<file path="src/rtl/seven_segment_pkg.sv">
// Shared definitions for the seven-segment blocks: active-low segment
// patterns (bit6=g .. bit0=a), the blank pattern, the per-digit capture
// record and the reader's output state machine encoding.
package seven_segment_pkg;

  localparam int DIGIT_N = 4;
  localparam int SEG_W   = 7;

  localparam logic [SEG_W-1:0] PAT_0     = 7'b1000000;
  localparam logic [SEG_W-1:0] PAT_1     = 7'b1111001;
  localparam logic [SEG_W-1:0] PAT_2     = 7'b0100100;
  localparam logic [SEG_W-1:0] PAT_3     = 7'b0110000;
  localparam logic [SEG_W-1:0] PAT_4     = 7'b0011001;
  localparam logic [SEG_W-1:0] PAT_5     = 7'b0010010;
  localparam logic [SEG_W-1:0] PAT_6     = 7'b0000010;
  localparam logic [SEG_W-1:0] PAT_7     = 7'b1111000;
  localparam logic [SEG_W-1:0] PAT_8     = 7'b0000000;
  localparam logic [SEG_W-1:0] PAT_9     = 7'b0010000;
  localparam logic [SEG_W-1:0] PAT_A     = 7'b0001000;
  localparam logic [SEG_W-1:0] PAT_B     = 7'b0000011;
  localparam logic [SEG_W-1:0] PAT_C     = 7'b1000110;
  localparam logic [SEG_W-1:0] PAT_D     = 7'b0100001;
  localparam logic [SEG_W-1:0] PAT_E     = 7'b0000110;
  localparam logic [SEG_W-1:0] PAT_F     = 7'b0001110;
  localparam logic [SEG_W-1:0] PAT_BLANK = 7'b1111111;

  // One captured digit: decoded value plus its classification flags.
  typedef struct packed {
    logic [3:0] value;
    logic       blank;
    logic       err;
  } digit_t;

  // COLLECT: no frame offered; PRESENT: out_valid asserted.
  typedef enum logic {
    COLLECT = 1'b0,
    PRESENT = 1'b1
  } state_t;

endpackage

</file>
<file path="src/rtl/seven_segment_pattern_decode.sv">
// Combinational segment-pattern decoder: 7-bit active-low pattern to a
// 4-bit value with blank/err flags. Hex letters A..F are recognised only
// when SEVEN_SEGMENT_READER_HEX_EN is defined; otherwise they flag err.
module seven_segment_pattern_decode
  import seven_segment_pkg::*;
(
  input  logic [SEG_W-1:0] pattern,
  output logic [3:0]       value,
  output logic             blank,
  output logic             err
);

  // Map a pattern to its digit value; unknown patterns report err.
  always_comb begin
    // NOTE: every output gets a default before the case so no path can
    // leave one unassigned and infer a latch.
    value = 4'd0;
    blank = 1'b0;
    err   = 1'b0;
    case (pattern)
      PAT_0:     value = 4'd0;
      PAT_1:     value = 4'd1;
      PAT_2:     value = 4'd2;
      PAT_3:     value = 4'd3;
      PAT_4:     value = 4'd4;
      PAT_5:     value = 4'd5;
      PAT_6:     value = 4'd6;
      PAT_7:     value = 4'd7;
      PAT_8:     value = 4'd8;
      PAT_9:     value = 4'd9;
      PAT_BLANK: blank = 1'b1;
`ifdef SEVEN_SEGMENT_READER_HEX_EN
      PAT_A:     value = 4'd10;
      PAT_B:     value = 4'd11;
      PAT_C:     value = 4'd12;
      PAT_D:     value = 4'd13;
      PAT_E:     value = 4'd14;
      PAT_F:     value = 4'd15;
`endif
      default:   err   = 1'b1;
    endcase
  end

endmodule

</file>
<file path="src/rtl/seven_segment_reader.sv">
// Seven-segment bus reader: watches a multiplexed, active-low {an,seg}
// display bus, samples each digit once it has dwelt STABLE_CYCLES cycles,
// assembles four digits into a frame and offers it with a valid/ready
// handshake. A frame completing while the previous one is still unaccepted
// is dropped and reported on overrun.
// Optional: define SEVEN_SEGMENT_READER_HEX_EN to decode hex letters A..F.
module seven_segment_reader
  import seven_segment_pkg::*;
#(
  parameter int unsigned STABLE_CYCLES = 4
) (
  input  logic                 clk,
  input  logic                 rst_n,
  input  logic [SEG_W-1:0]     seg,
  input  logic [DIGIT_N-1:0]   an,
  output logic [4*DIGIT_N-1:0] digits,
  output logic [DIGIT_N-1:0]   blank,
  output logic [DIGIT_N-1:0]   err,
  output logic                 out_valid,
  input  logic                 out_ready,
  output logic                 overrun
);

  // Sample fires when the count reads SAMPLE_AT; the count then parks at
  // STOP_AT so a long dwell yields exactly one capture.
  localparam logic [7:0] SAMPLE_AT = 8'(STABLE_CYCLES - 1);
  localparam logic [7:0] STOP_AT   = 8'(STABLE_CYCLES);

  logic [DIGIT_N-1:0] an_q;
  logic [SEG_W-1:0]   seg_q;
  logic [7:0]         count_q;
  logic               changed;

  logic               sel_valid;
  logic [1:0]         sel_idx;
  logic               capture;
  logic [DIGIT_N-1:0] cap_mask;
  logic [DIGIT_N-1:0] mask_q;
  logic               frame_done;

  digit_t             dec;
  digit_t             slot_q [DIGIT_N];
  digit_t             frame  [DIGIT_N];
  logic [4*DIGIT_N-1:0] frame_digits;
  logic [DIGIT_N-1:0]   frame_blank;
  logic [DIGIT_N-1:0]   frame_err;

  state_t             state_q;
  state_t             state_d;
  logic               load;
  logic               drop;

  assign changed = ({an, seg} != {an_q, seg_q});

  // Register the bus once and count how long it has stayed unchanged.
  always_ff @(posedge clk or negedge rst_n) begin
    // NOTE: state registers use non-blocking assignments so every flop
    // samples pre-edge values regardless of statement order.
    if (!rst_n) begin
      an_q    <= '1;
      seg_q   <= PAT_BLANK;
      count_q <= '0;
    end else if (changed) begin
      an_q    <= an;
      seg_q   <= seg;
      count_q <= '0;
    end else if (count_q != STOP_AT) begin
      count_q <= count_q + 8'd1;
    end
  end

  // Identify the selected digit; idle and multi-select values are ignored.
  always_comb begin
    sel_valid = 1'b1;
    sel_idx   = 2'd0;
    case (an_q)
      4'b1110: sel_idx = 2'd0;
      4'b1101: sel_idx = 2'd1;
      4'b1011: sel_idx = 2'd2;
      4'b0111: sel_idx = 2'd3;
      default: sel_valid = 1'b0;
    endcase
  end

  assign capture    = sel_valid && (count_q == SAMPLE_AT);
  assign cap_mask   = capture ? (4'b0001 << sel_idx) : 4'b0000;
  assign frame_done = capture && ((mask_q | cap_mask) == 4'b1111);

  seven_segment_pattern_decode u_decode (
    .pattern (seg_q),
    .value   (dec.value),
    .blank   (dec.blank),
    .err     (dec.err)
  );

  // Working buffer: store each captured digit in its slot.
  always_ff @(posedge clk) begin
    // NOTE: slot contents need no reset; mask_q alone decides which slots
    // are meaningful, and it is cleared by reset.
    if (capture) slot_q[sel_idx] <= dec;
  end

  // Track which slots hold a capture for the frame being assembled.
  always_ff @(posedge clk or negedge rst_n) begin
    if (!rst_n)          mask_q <= '0;
    else if (frame_done) mask_q <= '0;
    else                 mask_q <= mask_q | cap_mask;
  end

  // Assemble the completed frame, bypassing the digit captured this cycle.
  always_comb begin
    frame_digits = '0;
    frame_blank  = '0;
    frame_err    = '0;
    for (int i = 0; i < DIGIT_N; i++) begin
      frame[i] = (capture && (sel_idx == 2'(i))) ? dec : slot_q[i];
      frame_digits[4*i +: 4] = frame[i].value;
      frame_blank[i]         = frame[i].blank;
      frame_err[i]           = frame[i].err;
    end
  end

  // Output state register.
  always_ff @(posedge clk or negedge rst_n) begin
    if (!rst_n) state_q <= COLLECT;
    else        state_q <= state_d;
  end

  // Next state: load a new frame unless one is still waiting unaccepted.
  always_comb begin
    state_d = state_q;
    load    = 1'b0;
    drop    = 1'b0;
    case (state_q)
      COLLECT: begin
        if (frame_done) begin
          load    = 1'b1;
          state_d = PRESENT;
        end
      end
      PRESENT: begin
        if (frame_done) begin
          if (out_ready) load = 1'b1;
          else           drop = 1'b1;
        end else if (out_ready) begin
          state_d = COLLECT;
        end
      end
      default: state_d = COLLECT;
    endcase
  end

  // Presented frame and overrun pulse.
  always_ff @(posedge clk or negedge rst_n) begin
    if (!rst_n) begin
      digits  <= '0;
      blank   <= '0;
      err     <= '0;
      overrun <= 1'b0;
    end else begin
      overrun <= drop;
      if (load) begin
        digits <= frame_digits;
        blank  <= frame_blank;
        err    <= frame_err;
      end
    end
  end

  assign out_valid = (state_q == PRESENT);

endmodule

</file>
<file path="config.mk">
export PLATFORM = sky130hd
export DESIGN_NAME = seven_segment_reader
export DESIGN_NICKNAME = d
export VERILOG_FILES = /design/src/rtl/seven_segment_pkg.sv /design/src/rtl/seven_segment_pattern_decode.sv /design/src/rtl/seven_segment_reader.sv
export SDC_FILE = /design/constraint.sdc
export NUM_CORES = 1
export LEC_CHECK = 0
export CAP_MARGIN = 20
export CORE_ASPECT_RATIO = 1.75
export CORE_MARGIN = 2
export CORE_UTILIZATION = 50
export CTS_BUF_LIST = sky130_fd_sc_hd__clkbuf_2 sky130_fd_sc_hd__clkbuf_4 sky130_fd_sc_hd__clkbuf_8
export DETAILED_ROUTE_END_ITERATION = 7
export PLACE_DENSITY = 0.75
export SLEW_MARGIN = 40
export SYNTH_ARGS = -nofsm -noshare
export SYNTH_HDL_FRONTEND = slang
export SYNTH_SLANG_ARGS = --single-unit
</file>
<file path="constraint.sdc">
create_clock -name clk -period 2.5 [get_ports clk]
set_input_delay 0.375 -clock clk [delete_from_list [all_inputs] [get_ports clk]]
set_output_delay 0.375 -clock clk [all_outputs]
set_load 0.01 [all_outputs]
</file>
==> impl_metrics.tcl <==
set metrics [dict create \
    hold_viol_final 0 \
    crit_required_ns 2.74 \
    grt_pass1_wl_um 10900 \
    synth_ff_type "dfrtp_1" \
    drtAntennaViolNets 0 \
    design.die.area_um2 7700 \
    dp_hpwl_um 4560 \
    place_area_um2 4040 \
    antenna_cells 0 \
    peakVddDrop_v 0.000314 \
    syn_area_per_cell_um2 13.1 \
    worstPathMaxFanout 12 \
    numCtsBuffers 9 \
    r2r-start "count_q[5]$_DFFE_PN0P_" \
    postCtsHoldBufs 0 \
    finalWirelength_um 6590 \
    rrSetupSlack_ns 0.07 \
    seqCellArea_um2 1960 \
    finalMaxSlewViolations 0 \
    start_util_pct 51.3 \
    cts_root_buffer "clkbuf_8" \
    finalSetupTns_ns 0 \
    criticalPathCategory "flip-flop to flip-flop" \
    cts_tree "built" \
    stdcell_area_um2 4290 \
    port_buffers 39 \
    placedCellCount 385 \
    overflow 0 \
    p_per_area_nw_per_um2 503 \
    status "finished clean" \
    pwr-share-clk_pct 37.0 \
    multiInputGateArea_um2 1390 \
    path_clk_slew_ns 0.07 \
    fin_skew_ns 0.0132 \
    fmax_ghz 0.411 \
    drc 0 \
    ys_types 49 \
    worstPathArrival_ns 2.67 \
    min_path_type "input port to asynchronous set/reset pin" \
    placementRows 40 \
    first_pass_iters 4 \
    numClockSinks 73 \
    drt_iter0_markers 120 \
    p_switching_uw 483 \
    syn_to_final_growth_pct 22.9 \
    synth_area_um2 3490 \
    p_sw_share_pct 22.4 \
    setup_viol 0 \
    slew_headroom_pct 58.9 \
    cts_buffer_depth 2 \
    fillerInstances 569 \
    final_core_util_pct 63.0 \
    ys_ff_latch 73 \
    viasPerCell 5.28 \
    die_h_um 115 \
    p_int_uw 1680 \
    worstRegToRegCells 8 \
    antenna_found_initial 0 \
    ys_seq_area_share_pct 56.1 \
    h-tree-depth 3 \
    grt_pass1_vias 2252 \
    finalCritPeriodShare_pct 97.3 \
    fp.dieW_um 67.2 \
    vias 2148 \
    num-nets-final 334 \
    gp_congestion 0.839 \
    fin_cells 407 \
    synth_async_sr_flop_share_pct 67.1 \
    yosysWarningCount 0 \
    clk_latency_ns 0.36 \
    power_uw 2160 \
    wl_per_cell_um 16.2 \
    worstMarginPinSlew_ns 0.616 \
    grt_max_degree 50 \
    syn_inst 267 \
    drive_gt1_share_pct 31.9 \
    synth-edff-count 24 \
    min_period_ns 2.43 \
    endpoint_kind "flip-flop" \
    ios 40 \
    final_cell_mix "38 x dfrtp_1, 38 x clkdlybuf4s50_1, 24 x edfxtp_1, 22 x mux2_2, 21 x buf_4" \
    grt_usage_pct 19.5 \
    cp-start-kind "flip-flop" \
    core_um2 6810 \
    maxCapViolCount 0 \
    syn_nets 283 \
    power_leakage_uw 0.00175 \
    worstReg2RegEnd "digits[14]$_DFFE_PN0P_" \
    p_comb_share_pct 4.3 \
    sequentialPowerShare_pct 58.7 \
]
## Yosys cell counts, types with 2 or more instances
library cell  instances  area share, %
dfrtp_1              38             27
edfxtp_1             24             21
mux2_2               22            7.1
clkbuf_1             20            2.1
mux2_4               19            8.2
nor2_1               18            1.9
xor2_1               14            3.5
dfstp_2              11            8.3
inv_1                11            1.2
nand2_1               9           0.97
nand3_1               7            1.0
nor3_1                6           0.86
o21a_1                5            1.1
xnor2_1               5            1.3
a21oi_1               4           0.57
a31oi_1               3           0.54
buf_6                 3           0.97
nand2b_1              3           0.54
nand4b_1              3           0.75
nor4_1                3           0.54
o22ai_1               3           0.54
a211oi_1              2           0.43
buf_1                 2           0.22
ha_1                  2           0.72
nand3b_1              2           0.43
nor2b_1               2           0.36
nor4_4                2            1.2
o311ai_0              2           0.50
o31ai_1               2           0.43
## state kept, by name (all words and copies together) (netlist names)
register and cells:
mask_q 4, out_valid 1, slot_q 24, digits 16, seg_q 7, overrun 1, an_q 4, blank 4
err 4, count_q 8
## cell type report
cell class | instances | area share, %
flip-flops and latches | 73 | 45.7
multi-input cells | 158 | 32.3
inverters | 11 | 0.962
repair buffers | 65 | 14.7
well taps | 84 | 2.45
clock buffers | 12 | 3.41
clock inverters | 4 | 0.467
## layer usage
layer	global-route usage, %	up-vias	routed length [µm]
li1	-	1043	-
met1	20.9	1061	2540
met2	34.1	33	3720
met3	5.31	11	177
met4	9.52	0	151
met5	0	-	0
## cells by family after synthesis
group,synth area share [%]
AOI/OAI and AO/OA,6.34
xor gates and xnor gates,4.77
adders and majority gates,0.716
buffers and inverters,4.51
DFF,56.1
muxes,15.5
and+or+nand+nor,12.0
## worst max-delay path: stages (launching register included)
cell and delay [ns]:
dfrtp_1 0.38, or4_4 0.56, buf_6 0.16, nor4b_4 0.29
nor2_2 0.09, nor3b_4 0.21, buf_4 0.15, buf_12 0.15
mux2_2 0.34
## power groups by stage
stage / combinational [µW] / clock [µW] / sequential [µW]
2_1_floorplan: 60.0 / 0 / 1270
3_3_place_gp: 92.6 / 0 / 1290
3_5_place_dp: 94.9 / 0 / 1290
4_1_cts: 95.2 / 831 / 1270
5_1_grt: 105 / 885 / 1270
6_report: 93.1 / 799 / 1270
## per-stage QoR
stage               hold slack [ns]  setup slack [ns]
CTS                           0.131            0.0281
finish                        0.120            0.0684
global route                  0.170           -0.0344
detailed placement            0.495            0.0356
floorplan                    0.0794            -0.270
global placement              0.495            0.0778
## how the worst max path moves through the flow
stage,from,endpoint,slack [ns],cells past startpoint
2_1_floorplan,count_q[5]$_DFFE_PN0P_,blank[1]$_DFFE_PN0P_,-0.27,7
3_3_place_gp,count_q[5]$_DFFE_PN0P_,digits[14]$_DFFE_PN0P_,0.08,6
3_5_place_dp,count_q[5]$_DFFE_PN0P_,digits[12]$_DFFE_PN0P_,0.04,6
4_1_cts,count_q[5]$_DFFE_PN0P_,digits[14]$_DFFE_PN0P_,0.03,6
5_1_grt,count_q[5]$_DFFE_PN0P_,err[1]$_DFFE_PN0P_,-0.03,7
6_report,count_q[5]$_DFFE_PN0P_,digits[14]$_DFFE_PN0P_,0.07,8
## repair_timing
action	CTS	global route
setup endpoints to repair	0	23
setup buffers	0	4
resized for setup	0	2
Note: power is estimated with default switching activity, not from simulation.
